### src/rtl/sensores_pkg.sv
// Shared definitions for the sensor sweep controller: FSM states, sensor
// indices and the widths used by the averaging arithmetic.
package sensores_pkg;

    typedef enum logic [2:0] {
        OCIOSO  = 3'd0,
        PEDE    = 3'd1,
        PROXIMO = 3'd2,
        SOMA    = 3'd3,
        DIVIDE  = 3'd4,
        PUBLICA = 3'd5,
        ESPERA  = 3'd6
    } estado_t;

    localparam logic [1:0] SENSOR_TEMP = 2'd0;
    localparam logic [1:0] SENSOR_PH   = 2'd1;
    localparam logic [1:0] SENSOR_LUM  = 2'd2;
    localparam logic [1:0] SENSOR_UMID = 2'd3;

    // Sum of four 4-bit readings fits in 6 bits (max 60).
    localparam int LARGURA_SOMA  = 6;
    // 6-bit dividend / 3 fits in 5 bits (max 21).
    localparam int LARGURA_QUOC  = 5;
    localparam int ITERACOES_DIV = 6;
    localparam int NOTA_MAX      = 15;

endpackage

### src/rtl/divisor_por_tres.sv
// Restoring divider by the constant 3: one quotient bit per clock.
// The first iteration is taken on the start edge, so o_pronto rises exactly
// ITERACOES_DIV cycles after the cycle in which i_inicio is high, with the
// final quotient already registered on o_quociente.
module divisor_por_tres
    import sensores_pkg::*;
(
    input  logic                    clock,
    input  logic                    reset_n,
    input  logic                    i_inicio,
    input  logic [LARGURA_SOMA-1:0] i_dividendo,
    output logic [LARGURA_QUOC-1:0] o_quociente,
    output logic                    o_pronto
);

    logic [LARGURA_SOMA-1:0] r_dividendo;
    logic [1:0]              r_resto;
    logic [LARGURA_QUOC-1:0] r_quoc;
    logic [2:0]              r_restantes;
    logic                    r_pronto;

    logic                    w_bit;
    logic [1:0]              w_resto_base;
    logic [2:0]              w_passo;

    // One restoring step: returns {quotient bit, new remainder}.
    // The remainder is always < 3, so the shifted value is < 6.
    function automatic logic [2:0] passo_divisao(input logic [1:0] resto, input logic bit_in);
        logic [2:0] t;
        t = {resto, bit_in};
        if (t >= 3'd3) begin
            passo_divisao = {1'b1, 2'(t - 3'd3)};
        end else begin
            passo_divisao = {1'b0, t[1:0]};
        end
    endfunction

    assign w_bit        = i_inicio ? i_dividendo[LARGURA_SOMA-1] : r_dividendo[LARGURA_SOMA-1];
    assign w_resto_base = i_inicio ? 2'b00 : r_resto;
    assign w_passo      = passo_divisao(w_resto_base, w_bit);

    // Shift dividend bits in MSB first, accumulating quotient bits.
    always_ff @(posedge clock or negedge reset_n) begin
        if (!reset_n) begin
            r_dividendo <= '0;
            r_resto     <= '0;
            r_quoc      <= '0;
            r_restantes <= '0;
            r_pronto    <= 1'b0;
        end else if (i_inicio) begin
            r_dividendo <= {i_dividendo[LARGURA_SOMA-2:0], 1'b0};
            r_resto     <= w_passo[1:0];
            r_quoc      <= {{(LARGURA_QUOC-1){1'b0}}, w_passo[2]};
            r_restantes <= 3'(ITERACOES_DIV - 1);
            r_pronto    <= 1'b0;
        end else if (r_restantes != 3'd0) begin
            r_dividendo <= {r_dividendo[LARGURA_SOMA-2:0], 1'b0};
            r_resto     <= w_passo[1:0];
            // The quotient MSB of a 6-bit/3 division is always 0 and drops out here.
            r_quoc      <= {r_quoc[LARGURA_QUOC-2:0], w_passo[2]};
            r_restantes <= r_restantes - 3'd1;
            r_pronto    <= (r_restantes == 3'd1);
        end else begin
            r_pronto    <= 1'b0;
        end
    end

    assign o_quociente = r_quoc;
    assign o_pronto    = r_pronto;

endmodule

### src/rtl/sequenciador_sensores.sv
// Periodic sweep controller: polls four sensors over one req/ack channel,
// averages them as floor(sum/3) saturated to 15 and publishes the readings
// and the nota with a one-cycle nota_valida pulse.
// Optional feature macro: MEDICAO_TIMEOUT_EN (per-sensor ack timeout with
// erro_sensor flags). Without it PEDE waits forever and erro_sensor is 0.
module sequenciador_sensores
    import sensores_pkg::*;
#(
    parameter int LARGURA         = 4,
    parameter int PERIODO_AMOSTRA = 1000,
    parameter int TIMEOUT_CICLOS  = 255
) (
    input  logic               clock,
    input  logic               reset_n,
    input  logic               enable,
    output logic [1:0]         sensor_sel,
    output logic               sensor_req,
    input  logic               sensor_ack,
    input  logic [LARGURA-1:0] sensor_dado,
    output logic [LARGURA-1:0] temperatura,
    output logic [LARGURA-1:0] pH,
    output logic [LARGURA-1:0] luminosidade,
    output logic [LARGURA-1:0] umidade,
    output logic [LARGURA-1:0] nota,
    output logic               nota_valida,
    output logic               ocupado,
    output logic [3:0]         erro_sensor
);

    localparam int W_INT = $clog2(PERIODO_AMOSTRA + 1);

    if (PERIODO_AMOSTRA < 1 || TIMEOUT_CICLOS < 1 || LARGURA != 4) begin : g_parametros_invalidos
        $error("sequenciador_sensores: invalid parameter set");
    end

    estado_t                 r_estado;
    estado_t                 w_prox;
    logic [1:0]              r_sel;
    logic                    r_parar;
    logic [LARGURA-1:0]      r_sombra [4];
    logic [LARGURA-1:0]      r_temperatura;
    logic [LARGURA-1:0]      r_ph;
    logic [LARGURA-1:0]      r_luminosidade;
    logic [LARGURA-1:0]      r_umidade;
    logic [LARGURA-1:0]      r_nota;
    logic [W_INT-1:0]        r_cont_int;

    logic                    w_captura;
    logic                    w_expirou;
    logic                    w_fim_intervalo;
    logic                    w_inicio_div;
    logic                    w_div_pronto;
    logic                    w_publica;
    logic [LARGURA_SOMA-1:0] w_soma;
    logic [LARGURA_QUOC-1:0] w_quociente;

    function automatic logic [LARGURA-1:0] satura_nota(input logic [LARGURA_QUOC-1:0] q);
        if (q > LARGURA_QUOC'(NOTA_MAX)) begin
            satura_nota = LARGURA'(NOTA_MAX);
        end else begin
            satura_nota = LARGURA'(q);
        end
    endfunction

    assign w_captura       = (r_estado == PEDE) && sensor_ack;
    assign w_fim_intervalo = (r_cont_int == W_INT'(PERIODO_AMOSTRA - 1));
    assign w_publica       = (r_estado == DIVIDE) && w_div_pronto;
    assign w_soma          = LARGURA_SOMA'(r_sombra[SENSOR_TEMP]) + LARGURA_SOMA'(r_sombra[SENSOR_PH])
                           + LARGURA_SOMA'(r_sombra[SENSOR_LUM])  + LARGURA_SOMA'(r_sombra[SENSOR_UMID]);

`ifdef MEDICAO_TIMEOUT_EN
    localparam int W_TO = $clog2(TIMEOUT_CICLOS + 1);

    logic [W_TO-1:0] r_cont_to;
    logic [3:0]      r_erro;

    // Count cycles spent waiting for ack; restarts for every request.
    always_ff @(posedge clock or negedge reset_n) begin
        if (!reset_n) begin
            r_cont_to <= '0;
        end else if (r_estado == PEDE && !sensor_ack) begin
            r_cont_to <= r_cont_to + W_TO'(1);
        end else begin
            r_cont_to <= '0;
        end
    end

    // A late ack on the expiry cycle still counts as success.
    assign w_expirou = (r_estado == PEDE) && (r_cont_to == W_TO'(TIMEOUT_CICLOS - 1));

    // Error flag per sensor: set on expiry, cleared by that sensor's next ack.
    always_ff @(posedge clock or negedge reset_n) begin
        if (!reset_n) begin
            r_erro <= 4'b0000;
        end else if (w_captura) begin
            r_erro[r_sel] <= 1'b0;
        end else if (w_expirou) begin
            r_erro[r_sel] <= 1'b1;
        end
    end

    assign erro_sensor = r_erro;
`else
    assign w_expirou   = 1'b0;
    assign erro_sensor = 4'b0000;
`endif

    divisor_por_tres u_divisor (
        .clock       (clock),
        .reset_n     (reset_n),
        .i_inicio    (w_inicio_div),
        .i_dividendo (w_soma),
        .o_quociente (w_quociente),
        .o_pronto    (w_div_pronto)
    );

    // State register.
    always_ff @(posedge clock or negedge reset_n) begin
        if (!reset_n) begin
            r_estado <= OCIOSO;
        end else begin
            r_estado <= w_prox;
        end
    end

    // Next-state logic and state-decoded outputs.
    always_comb begin
        w_prox       = r_estado;
        sensor_req   = 1'b0;
        nota_valida  = 1'b0;
        ocupado      = 1'b1;
        w_inicio_div = 1'b0;
        case (r_estado)
            OCIOSO: begin
                ocupado = 1'b0;
                if (enable) begin
                    w_prox = PEDE;
                end
            end
            PEDE: begin
                sensor_req = 1'b1;
                if (sensor_ack || w_expirou) begin
                    w_prox = PROXIMO;
                end
            end
            PROXIMO: begin
                w_prox = (r_sel == SENSOR_UMID) ? SOMA : PEDE;
            end
            SOMA: begin
                w_inicio_div = 1'b1;
                w_prox       = DIVIDE;
            end
            DIVIDE: begin
                if (w_div_pronto) begin
                    w_prox = PUBLICA;
                end
            end
            PUBLICA: begin
                nota_valida = 1'b1;
                w_prox      = (enable && !r_parar) ? ESPERA : OCIOSO;
            end
            ESPERA: begin
                ocupado = 1'b0;
                if (!enable) begin
                    w_prox = OCIOSO;
                end else if (w_fim_intervalo) begin
                    w_prox = PEDE;
                end
            end
            default: begin
                w_prox = OCIOSO;
            end
        endcase
    end

    // Remember a mid-sweep enable drop so the sweep ends in OCIOSO.
    always_ff @(posedge clock or negedge reset_n) begin
        if (!reset_n) begin
            r_parar <= 1'b0;
        end else if (r_estado == OCIOSO || r_estado == ESPERA) begin
            r_parar <= 1'b0;
        end else if (!enable) begin
            r_parar <= 1'b1;
        end
    end

    // Sensor index: restart at temperatura between sweeps, advance in PROXIMO.
    always_ff @(posedge clock or negedge reset_n) begin
        if (!reset_n) begin
            r_sel <= SENSOR_TEMP;
        end else if (r_estado == OCIOSO || r_estado == ESPERA) begin
            r_sel <= SENSOR_TEMP;
        end else if (r_estado == PROXIMO && r_sel != SENSOR_UMID) begin
            r_sel <= r_sel + 2'd1;
        end
    end

    // Idle interval counter, only runs while waiting in ESPERA.
    always_ff @(posedge clock or negedge reset_n) begin
        if (!reset_n) begin
            r_cont_int <= '0;
        end else if (r_estado == ESPERA) begin
            r_cont_int <= r_cont_int + W_INT'(1);
        end else begin
            r_cont_int <= '0;
        end
    end

    // Shadow readings: captured on the req/ack edge, hidden until publication.
    always_ff @(posedge clock or negedge reset_n) begin
        if (!reset_n) begin
            for (int i = 0; i < 4; i++) begin
                r_sombra[i] <= '0;
            end
        end else if (w_captura) begin
            r_sombra[r_sel] <= sensor_dado;
        end
    end

    // Published outputs change together on the edge that enters PUBLICA.
    always_ff @(posedge clock or negedge reset_n) begin
        if (!reset_n) begin
            r_temperatura  <= '0;
            r_ph           <= '0;
            r_luminosidade <= '0;
            r_umidade      <= '0;
            r_nota         <= '0;
        end else if (w_publica) begin
            r_temperatura  <= r_sombra[SENSOR_TEMP];
            r_ph           <= r_sombra[SENSOR_PH];
            r_luminosidade <= r_sombra[SENSOR_LUM];
            r_umidade      <= r_sombra[SENSOR_UMID];
            r_nota         <= satura_nota(w_quociente);
        end
    end

    assign sensor_sel   = r_sel;
    assign temperatura  = r_temperatura;
    assign pH           = r_ph;
    assign luminosidade = r_luminosidade;
    assign umidade      = r_umidade;
    assign nota         = r_nota;

endmodule
### config.mk
export PLATFORM = sky130hd
export DESIGN_NAME = sequenciador_sensores
export DESIGN_NICKNAME = d
export VERILOG_FILES = /design/src/rtl/sensores_pkg.sv /design/src/rtl/divisor_por_tres.sv /design/src/rtl/sequenciador_sensores.sv
export SDC_FILE = /design/constraint.sdc
export NUM_CORES = 1
export LEC_CHECK = 0
export ABC_AREA = 1
export CAP_MARGIN = 30
export CELL_PAD_IN_SITES_DETAIL_PLACEMENT = 0
export CELL_PAD_IN_SITES_GLOBAL_PLACEMENT = 1
export CORE_MARGIN = 2
export CORE_UTILIZATION = 43
export CTS_CLUSTER_DIAMETER = 100
export DETAILED_ROUTE_END_ITERATION = 7
export PLACE_DENSITY = 0.82
export SLEW_MARGIN = 10
export SYNTH_ARGS = -nofsm -noshare
export SYNTH_HDL_FRONTEND = slang
export SYNTH_HIERARCHICAL = 1
export SYNTH_SLANG_ARGS = --single-unit
### constraint.sdc
create_clock -name clock -period 3.24 [get_ports clock]
set_input_delay 0.648 -clock clock [delete_from_list [all_inputs] [get_ports clock]]
set_output_delay 0.648 -clock clock [all_outputs]
set_load 0.05 [all_outputs]
Yosys cells after proc, flatten, opt, wreduce, memory -nomap -nowiden:

Index checks and enable logic that the tools add are counted.

* bits in registers: 69
* input bits: 8
* output and inout bits: 29

* mux-type cells: 34
* bitwise logic cells: 1
* equal/unequal tests: 15
* $lt $le $gt $ge: 4
* reductions and logical operators: 13
* $add $sub $neg: 7

Operator list (count)
* $mux W3: 9
* $pmux W3 S7: 1
* $bwmux W16: 1
* $mux W2: 6
* $mux W6: 2
* $add A10 B1 Y10 const B: 1
* $eq A10 B10 Y1 const B: 1
* $mux W10: 1
* $mux W5: 2
* $eq A3 B3 Y1 const B: 3
* $mux W1: 9
* $demux W4 S2: 1
* $mux W4: 2
* $add A5 B4 Y6: 1
* $add A6 B4 Y6: 1
* $eq A3 B1 Y1 const B: 2
* $eq A3 B2 Y1 const B: 2
* $ne A2 B2 Y1 const B: 3
* $add A4 B4 Y5: 1
* $gt A5 B4 Y1 const B: 1
* $logic_and A1 B1 Y1: 5
* $ne A2 B1 Y1 const B: 2
* $reduce_and A4 Y1: 1
* $reduce_bool A2 Y1: 2
* 14 further kinds: 14

Longest topological paths before layout:

Gate-level depths: netlist of run 1.

* depth in word-level cells: 8
* depth in mapped cells: 16

Cells and area by module:

Netlist of run 1, hierarchy kept.

By module, submodules not included
* sequenciador_sensores: cells each 290, instances 1, area an instance 2587.5 µm²
* divisor_por_tres: cells each 94, instances 1, area an instance 822.0 µm²

Worst setup path after synthesis of run 1:

OpenSTA, ideal clock, no wires.

* kind: reg2reg
* start point: reg r_sombra[1] in the netlist's numbering
* end point: reg u_divisor.r_resto[1]
* arrival time: 2.771 ns
* library setup time: 0.117 ns
* slack: 0.352 ns
* required time: 3.123 ns
* clock period less this slack: 2.888 ns
* stages on the path, launching flop included: 14
* cell sequence: dfrtp_1 fa_1 fa_1 ha_1 fa_1 nand3_1 nand2_1 nand2_1 nand2_1 ha_1 a21oi_2 nand2_1 nand3_1 nand2_1

* cells in the longest elaborated chain, start to end: 6
* elaborated cells between the ends (all ways): 7
* classes of those cells: add/sub (2); order compare (1); mux (4)

RTL lines
* start: declaration: line sequenciador_sensores.sv:40 `logic [LARGURA-1:0] r_sombra [4];`
* start signal: indexed assignment: line sequenciador_sensores.sv:216 `r_sombra[r_sel] <= sensor_dado;`
* $add A6 B4 Y6 (*): line sequenciador_sensores.sv:69 `+ LARGURA_SOMA'(r_sombra[SENSOR_LUM]) + LARGURA_SOMA'(r_sombra[SENSOR_UMID]);`
* net w_soma[5]: line sequenciador_sensores.sv:54 `logic [LARGURA_SOMA-1:0] w_soma;`
* $mux W1 (*): line divisor_por_tres.sv:38 `assign w_bit = i_inicio ? i_dividendo[LARGURA_SOMA-1] : r_dividendo[LARGURA_SOMA-1];`
* $ge A3 B2 Y1 or $sub A2 B2 Y2 (tied branches): line divisor_por_tres.sv:31, divisor_por_tres.sv:32
* $mux W3 (*): line divisor_por_tres.sv:31 `if (t >= 3'd3) begin`
* $mux W2: line divisor_por_tres.sv:56 `end else if (r_restantes != 3'd0) begin`
* $mux W2 (*): line divisor_por_tres.sv:50 `end else if (i_inicio) begin`
* end signal: assignment: line divisor_por_tres.sv:52 `r_resto <= w_passo[1:0];`
* end signal: assignment: line divisor_por_tres.sv:58 `r_resto <= w_passo[1:0];`
* end: declaration: line divisor_por_tres.sv:17 `logic [1:0] r_resto;`

Mark *: on every way through the listed nets, which the timed path passes. The rest lies on a longest branch. The select of a mux whose other input is x is not followed.
A chain may end at the register's enable or synchronous reset.

Worst setup path in the final report of run 1:

Ends and elaborated chain as after synthesis.

==> flow_metrics.tcl, run 1 <==
set metrics [dict create \
    die_w_um 93.05 \
    die_h_um 93.05 \
    arrival_ns 3.24 \
    hold_viol_final 0 \
    place_congestion 0.8387 \
    ys_types 28 \
    cts_tree "yes" \
    endpoint_kind "flop" \
    clock.fmax_mhz 333.4 \
    initial_utilization_pct 44.35 \
    first_pass_iters 4 \
    grt_pass1_vias 2525 \
    required_ns 3.48 \
    drive_gt1_share_pct 9.434 \
    synth.avg_cell_area_um2 8.879 \
    slowest_delay_ns 0.58 \
    root_buffer "clkbuf_8" \
    period_minus_slack_ns 3.000 \
    synth-seq-cells 68 \
    worst_path_max_delay_cell "fa_1" \
    pin_count 37 \
    power_density_mw_per_mm2 920.0 \
    fin_crit_sh_pct 92.58 \
    vias_per_cell 4.837 \
    wl_per_cell_um 12.20 \
    core-area_mm2 0.007687 \
    cts.sinks 68 \
    grt_max_degree 69 \
    hold_class "flop to flop" \
    tightest_slew_ns 0.8485 \
    nNetsFinal 451 \
    yosysSeqAreaShare_pct 49.91 \
    synthToLayoutAreaGrowth_pct 15.63 \
    cts_buffers 9 \
    cpLargestDelayFamily "adder cells" \
    clk_pin_slew_ns 0.07 \
    fin_tns_setup_ns 0 \
    routed_wl_um 6415 \
    rows 32 \
    grt_overflow 0 \
    setup_violations 0 \
    antenna_found_initial 0 \
    via_count 2544 \
    worst-path-max-fanout 3 \
    yosysWarnings 6 \
    cts_buffer_depth 2 \
    hpwl_um 4548 \
    crit_chain "fa_1, fa_1, ha_1, fa_2, nand3_1, nand2_1, nand2_1, nand2_1, ha_1, a21oi_2, nand2_1, nand3_1, nand2_1" \
    cts_max_level 3 \
    cpMostUsedCell "nand2_1" \
    grt_usage_pct 16.50 \
    leakagePower_nw 1.997 \
    crit_type "flop to flop" \
    max_cap_viol_count 0 \
    die_area_mm2 0.008657 \
    dr.first_iter.drc_count 106 \
    crit_buf_inv 0 \
    rsz0062_at_grt "no" \
    grt_pass1_wl_um 11190 \
    clk-insertion-delay-late_ns 0.34 \
    skew_ns 0.009114 \
    ant_nets 0 \
    route.detailed.drc 0 \
    critPathLaunchType "flop" \
    slew_violations 0 \
    total_power_mw 3.627 \
    vdd_drop_max_uv 504.7 \
    cts_hold_buf 0 \
    port_buffers 32 \
    synthesis.area_mm2 0.003410 \
    antenna_cells 0 \
    status "completed" \
    slew_headroom_pct 43.44 \
    syn_inst 384 \
]
==> routing by layer <==
metal | global-route usage [%] | vias up | part of all wire (%)
met5 | 0 | - | 0
met4 | 6.250 | 0 | 1.7
met3 | 5.157 | 11 | 3.9
met2 | 26.03 | 48 | 45
met1 | 21.41 | 1205 | 49
li1 | - | 1280 | -
==> power breakdown <==
group / internal [mW] / leakage (nW) / switching, mW / total, mW
logic: 0.630 / 1.00 / 1.10 / 1.73
clock network: 0.286 / 0.0848 / 0.300 / 0.586
registers: 1.11 / 0.909 / 0.205 / 1.32
total: 2.03 / 2.00 / 1.60 / 3.63
==> timing repair <==
action                                  CTS  global route
endpoints found under the setup margin    0             2
gates resized for setup                   0             1
endpoints found under the hold margin     0             0
setup buffers                             0             0
==> synth_stat cells <==
cell / instances / share of area, %
buf_2: 1 / 0.15
inv_2: 5 / 0.55
nor2_4: 4 / 1.3
a22o_1: 1 / 0.26
xor2_1: 3 / 0.77
nand2_4: 2 / 0.66
nand3_2: 2 / 0.59
nor2_1: 21 / 2.3
o21ai_2: 3 / 0.77
ha_1: 14 / 5.1
o211ai_1: 2 / 0.44
nor2_2: 1 / 0.18
a21oi_2: 1 / 0.26
buf_4: 5 / 1.1
buf_6: 4 / 1.3
nand2_1: 125 / 14
a21oi_1: 8 / 1.2
o21ai_1: 10 / 1.5
fa_1: 8 / 4.7
nand2_2: 6 / 1.1
a31oi_1: 1 / 0.18
nor3_1: 2 / 0.29
dfrtp_1: 68 / 50
inv_1: 37 / 4.1
o21ai_0: 22 / 3.2
nand3_1: 24 / 3.5
o31ai_1: 3 / 0.66
conb_1: 1 / 0.11
==> flip-flops by register name, indices dropped and copies added (netlist names) <==
name / cells
r_cont_int: 10
luminosidade: 4
r_sombra: 16
umidade: 4
u_divisor/o_quociente: 5
u_divisor/r_dividendo: 5
nota: 4
r_parar: 1
u_divisor/r_resto: 2
sensor_sel: 2
u_divisor/o_pronto: 1
temperatura: 4
u_divisor/r_restantes: 3
r_estado: 3
pH: 4
==> cell usage in the layout (no fill, tap or decap), types with 4 or more instances in the layout <==
cell type / synthesis / layout
a21oi_1: 8 / 8
clkbuf_8: 0 / 10
clkdlybuf4s50_1: 0 / 31
conb_1: 1 / 4
dfrtp_1: 68 / 68
fa_1: 8 / 7
ha_1: 14 / 14
inv_1: 37 / 37
inv_2: 5 / 5
nand2_1: 125 / 125
nand2_2: 6 / 6
nand3_1: 24 / 24
nor2_1: 21 / 21
nor2_4: 4 / 4
o21ai_0: 22 / 22
o21ai_1: 10 / 10
==> final timing paths <==
check	from	end	slack [ns]	cells past startpoint
worst max-delay path	r_sombra[1]$_DFFE_PN0P_	u_divisor/r_resto[1]$_DFFE_PN0P_	0.24	13
worst min-delay path	r_cont_int[0]$_DFF_PN0_	r_cont_int[0]$_DFF_PN0_	0.46	1
worst max register to register	r_sombra[1]$_DFFE_PN0P_	u_divisor/r_resto[1]$_DFFE_PN0P_	0.24	13
worst min register to register	r_cont_int[0]$_DFF_PN0_	r_cont_int[0]$_DFF_PN0_	0.46	1
max in group asynchronous	reset_n	nota[3]$_DFFE_PN0P_	2.19	2
min in group asynchronous	reset_n	pH[2]$_DFFE_PN0P_	0.48	2
==> worst register-to-register path: cells and delay by family, from the launching register on <==
| family | cells | cell delay, ns |
|---|---|---|
| adder cells (fa/ha/maj) | 5 | 1.84 |
| AND/OR/NAND/NOR | 7 | 0.49 |
| flip-flops | 1 | 0.42 |
| AO/OA/AOI/OAI | 1 | 0.15 |
==> stage by stage <==
stage	utilization, %	hold WS, ns	instance area [um2]	setup slack (ns)	instances
floorplan	-	0.3524	3421	0.3521	387
global placement	49.22	0.4462	3784	0.2637	512
detailed placement	49.22	0.4585	3784	0.1653	512
CTS	51.25	0.4736	3940	0.1569	526
global route	51.29	0.4974	3943	0.008350	526
finish	51.29	0.4646	3943	0.2403	526
==> logic make-up after synthesis <==
logic type | synth area share (%)
other cells | 0.1100
buf+inv | 7.193
compound gates | 8.441
simple gates | 23.74
flops | 49.91
fa+ha+maj | 9.835
xor+xnor | 0.7708
==> layout make-up <==
class / count / area (um2)
fillers: 733 / 3745
flip-flops and latches: 68 / 1702
multi-input cells: 267 / 1476
repair buffers: 33 / 322.8
inverters: 42 / 157.7
clock buffers: 11 / 141.4
well taps: 102 / 127.6
clock inverters: 3 / 15.01
Power figures use the tool's default switching activity.
==> run 2: changes to the inputs <==
--- a/config.mk
+++ b/config.mk
@@ -6,12 +6,12 @@
 export NUM_CORES = 1
 export LEC_CHECK = 0
 export ABC_AREA = 1
-export CAP_MARGIN = 30
+export CAP_MARGIN = 20
 export CELL_PAD_IN_SITES_DETAIL_PLACEMENT = 0
 export CELL_PAD_IN_SITES_GLOBAL_PLACEMENT = 1
 export CORE_MARGIN = 2
 export CORE_UTILIZATION = 43
-export CTS_CLUSTER_DIAMETER = 100
+export CTS_CLUSTER_DIAMETER = 40
 export DETAILED_ROUTE_END_ITERATION = 7
 export PLACE_DENSITY = 0.82
 export SLEW_MARGIN = 10
==> results of run 2 <==
Same layout as run 1: the final DEF is identical, and so are final timing and power.
==> run 3: changes to the inputs <==
--- a/config.mk
+++ b/config.mk
@@ -9,7 +9,7 @@
 export CAP_MARGIN = 20
 export CELL_PAD_IN_SITES_DETAIL_PLACEMENT = 0
 export CELL_PAD_IN_SITES_GLOBAL_PLACEMENT = 1
-export CORE_MARGIN = 2
+export CORE_MARGIN = 10
 export CORE_UTILIZATION = 43
 export CTS_CLUSTER_DIAMETER = 40
 export DETAILED_ROUTE_END_ITERATION = 7
==> constraint.sdc (replaced) <==
create_clock -name clock -period 3.3 [get_ports clock]
set_input_delay 0.66 -clock clock [delete_from_list [all_inputs] [get_ports clock]]
set_output_delay 0.66 -clock clock [all_outputs]
set_load 0.05 [all_outputs]
==> flow_metrics.tcl, run 3 (synthesized netlist as in run 1, its figures left out) <==
set metrics [dict create \
    reg.largest.list "r_sombra (16), r_cont_int (10)" \
    r2r_cells 15 \
    antenna_found_initial 0 \
    core-area_mm2 0.007727 \
    slew_violations 0 \
    port_buffers 32 \
    slowest_delay_ns 0.57 \
    worst-path-max-fanout 3 \
    cts_hold_buf 0 \
    dp_cells 512 \
    crit_buf_inv 1 \
    routed_wl_um 6456 \
    period_minus_slack_ns 3.030 \
    holdWs_ns 0.3243 \
    vias_per_cell 4.706 \
    grt_pass1_vias 2469 \
    cts.repair.resized 0 \
    fin_area_mm2 0.003999 \
    crit_cells 15 \
    root_buffer "clkbuf_8" \
    cts_max_level 3 \
    hpwl_um 4746 \
    grt_max_degree 69 \
    grt_overflow 0 \
    vdd_drop_max_uv 493.2 \
    fin_crit_sh_pct 91.81 \
    rsz0062_at_grt "no" \
    via_count 2485 \
    worst_path_max_delay_cell "fa_1" \
    total_power_mw 3.655 \
    initial_utilization_pct 44.12 \
    drive_gt1_share_pct 9.624 \
    place_congestion 0.8141 \
    layout_common_cells "nand2_1 (125), dfrtp_1 (68), inv_1 (37), clkdlybuf4s50_1 (31), nand3_1 (24)" \
    clk-insertion-delay-late_ns 0.34 \
    cpMostUsedCell "nand2_1" \
    first_pass_iters 4 \
    die_h_um 109.0 \
    fin_tns_setup_ns 0 \
    hold_viol_final 0 \
    cts.sinks 68 \
    power_density_mw_per_mm2 914.0 \
    cts_buffer_depth 2 \
    rows 32 \
    cts_tree "yes" \
    synthToLayoutAreaGrowth_pct 17.28 \
    clk_pin_slew_ns 0.08 \
    post_dp_cell_area_mm2 0.003796 \
    status "completed" \
    grt_usage_pct 11.89 \
    route.detailed.drc 0 \
    die_w_um 109.0 \
    setup_slack_ns 0.2704 \
    arrival_ns 3.26 \
    cts_setup_buffers 0 \
    fin_util_pct 51.75 \
    stdcell_count 528 \
    final_common_cell "nand2_1" \
    die_area_mm2 0.01189 \
    skew_ns 0.01273 \
    clock.fmax_mhz 330.1 \
    wl_per_cell_um 12.23 \
    top_register "r_sombra" \
    required_ns 3.53 \
    largest_register_ffs 16 \
    pin_count 37 \
    place_ws_ns 0.2456 \
    nNetsFinal 451 \
    crit_chain "fa_1, fa_1, ha_1, fa_1, nand3_1, nand2_1, nand2_1, nand2_1, ha_1, inv_1, nand2_1, nand2_1, nand2_1, nand2_1, nand2_1" \
    hold_class "input pin to asynchronous set/reset pin" \
    slew_headroom_pct 65.97 \
    tightest_slew_ns 0.5089 \
    setup_violations 0 \
    leakagePower_nw 2.021 \
    dr.first_iter.drc_count 79 \
    ant_nets 0 \
    grt_pass1_wl_um 11390 \
    max_cap_viol_count 0 \
    cts_buffers 9 \
    crit_type "flop to flop" \
    critPathLaunchType "flop" \
    endpoint_kind "flop" \
    antenna_cells 0 \
    cpLargestDelayFamily "adder cells" \
]
[run 3: changes by cell type in the layout (fill, tap and decap cells not counted), sizes merged]
cell,change
clkinv,-1
clkinvlp,+1
clkbuf,+1
bufinv,+1
[run 3: final cells by class]
type / instances / area [um2]
tap: 102 / 127.6
fill: 727 / 3729
clock inverter: 4 / 47.55
clock buffer: 12 / 155.1
sequential: 68 / 1702
timing repair buffer: 33 / 335.3
multi-input combinational: 267 / 1474
inverter: 42 / 157.7
[run 3: worst paths after layout]
kind | from | end | slack [ns]
setup / recovery | r_sombra[1]$_DFFE_PN0P_ | u_divisor/r_resto[0]$_DFFE_PN0P_ | 0.27
max in group asynchronous | reset_n | r_sombra[0]$_DFFE_PN0P_ | 2.67
hold reg to reg | temperatura[3]$_DFFE_PN0P_ | temperatura[3]$_DFFE_PN0P_ | 0.47
setup reg to reg | r_sombra[1]$_DFFE_PN0P_ | u_divisor/r_resto[0]$_DFFE_PN0P_ | 0.27
hold / removal | reset_n | pH[2]$_DFFE_PN0P_ | 0.32
min in group clock | temperatura[3]$_DFFE_PN0P_ | temperatura[3]$_DFFE_PN0P_ | 0.47
[run 3: report_power, final]
group          internal (mW)  switching (mW)  total (mW)
Sequential              1.09           0.200        1.29
Clock                  0.388           0.305       0.693
Combinational          0.610            1.06        1.67
[run 3: routing by layer]
metal	share of wire, %	wire, um	global-route usage [%]	vias up
met1	47	3066	15.25	1138
li1	-	-	-	1292
met4	1.5	96	5.650	0
met5	0	0	0	-
met3	7.6	490	3.894	8
met2	43	2803	17.74	47
[run 3: worst register-to-register path: cells and delay by family (launching register included)]
| kind | cells | cell delay (ns) |
|---|---|---|
| adders and majority gates | 5 | 1.88 |
| and+or+nand+nor | 9 | 0.57 |
| DFF | 1 | 0.41 |
| buffers and inverters | 1 | 0.06 |
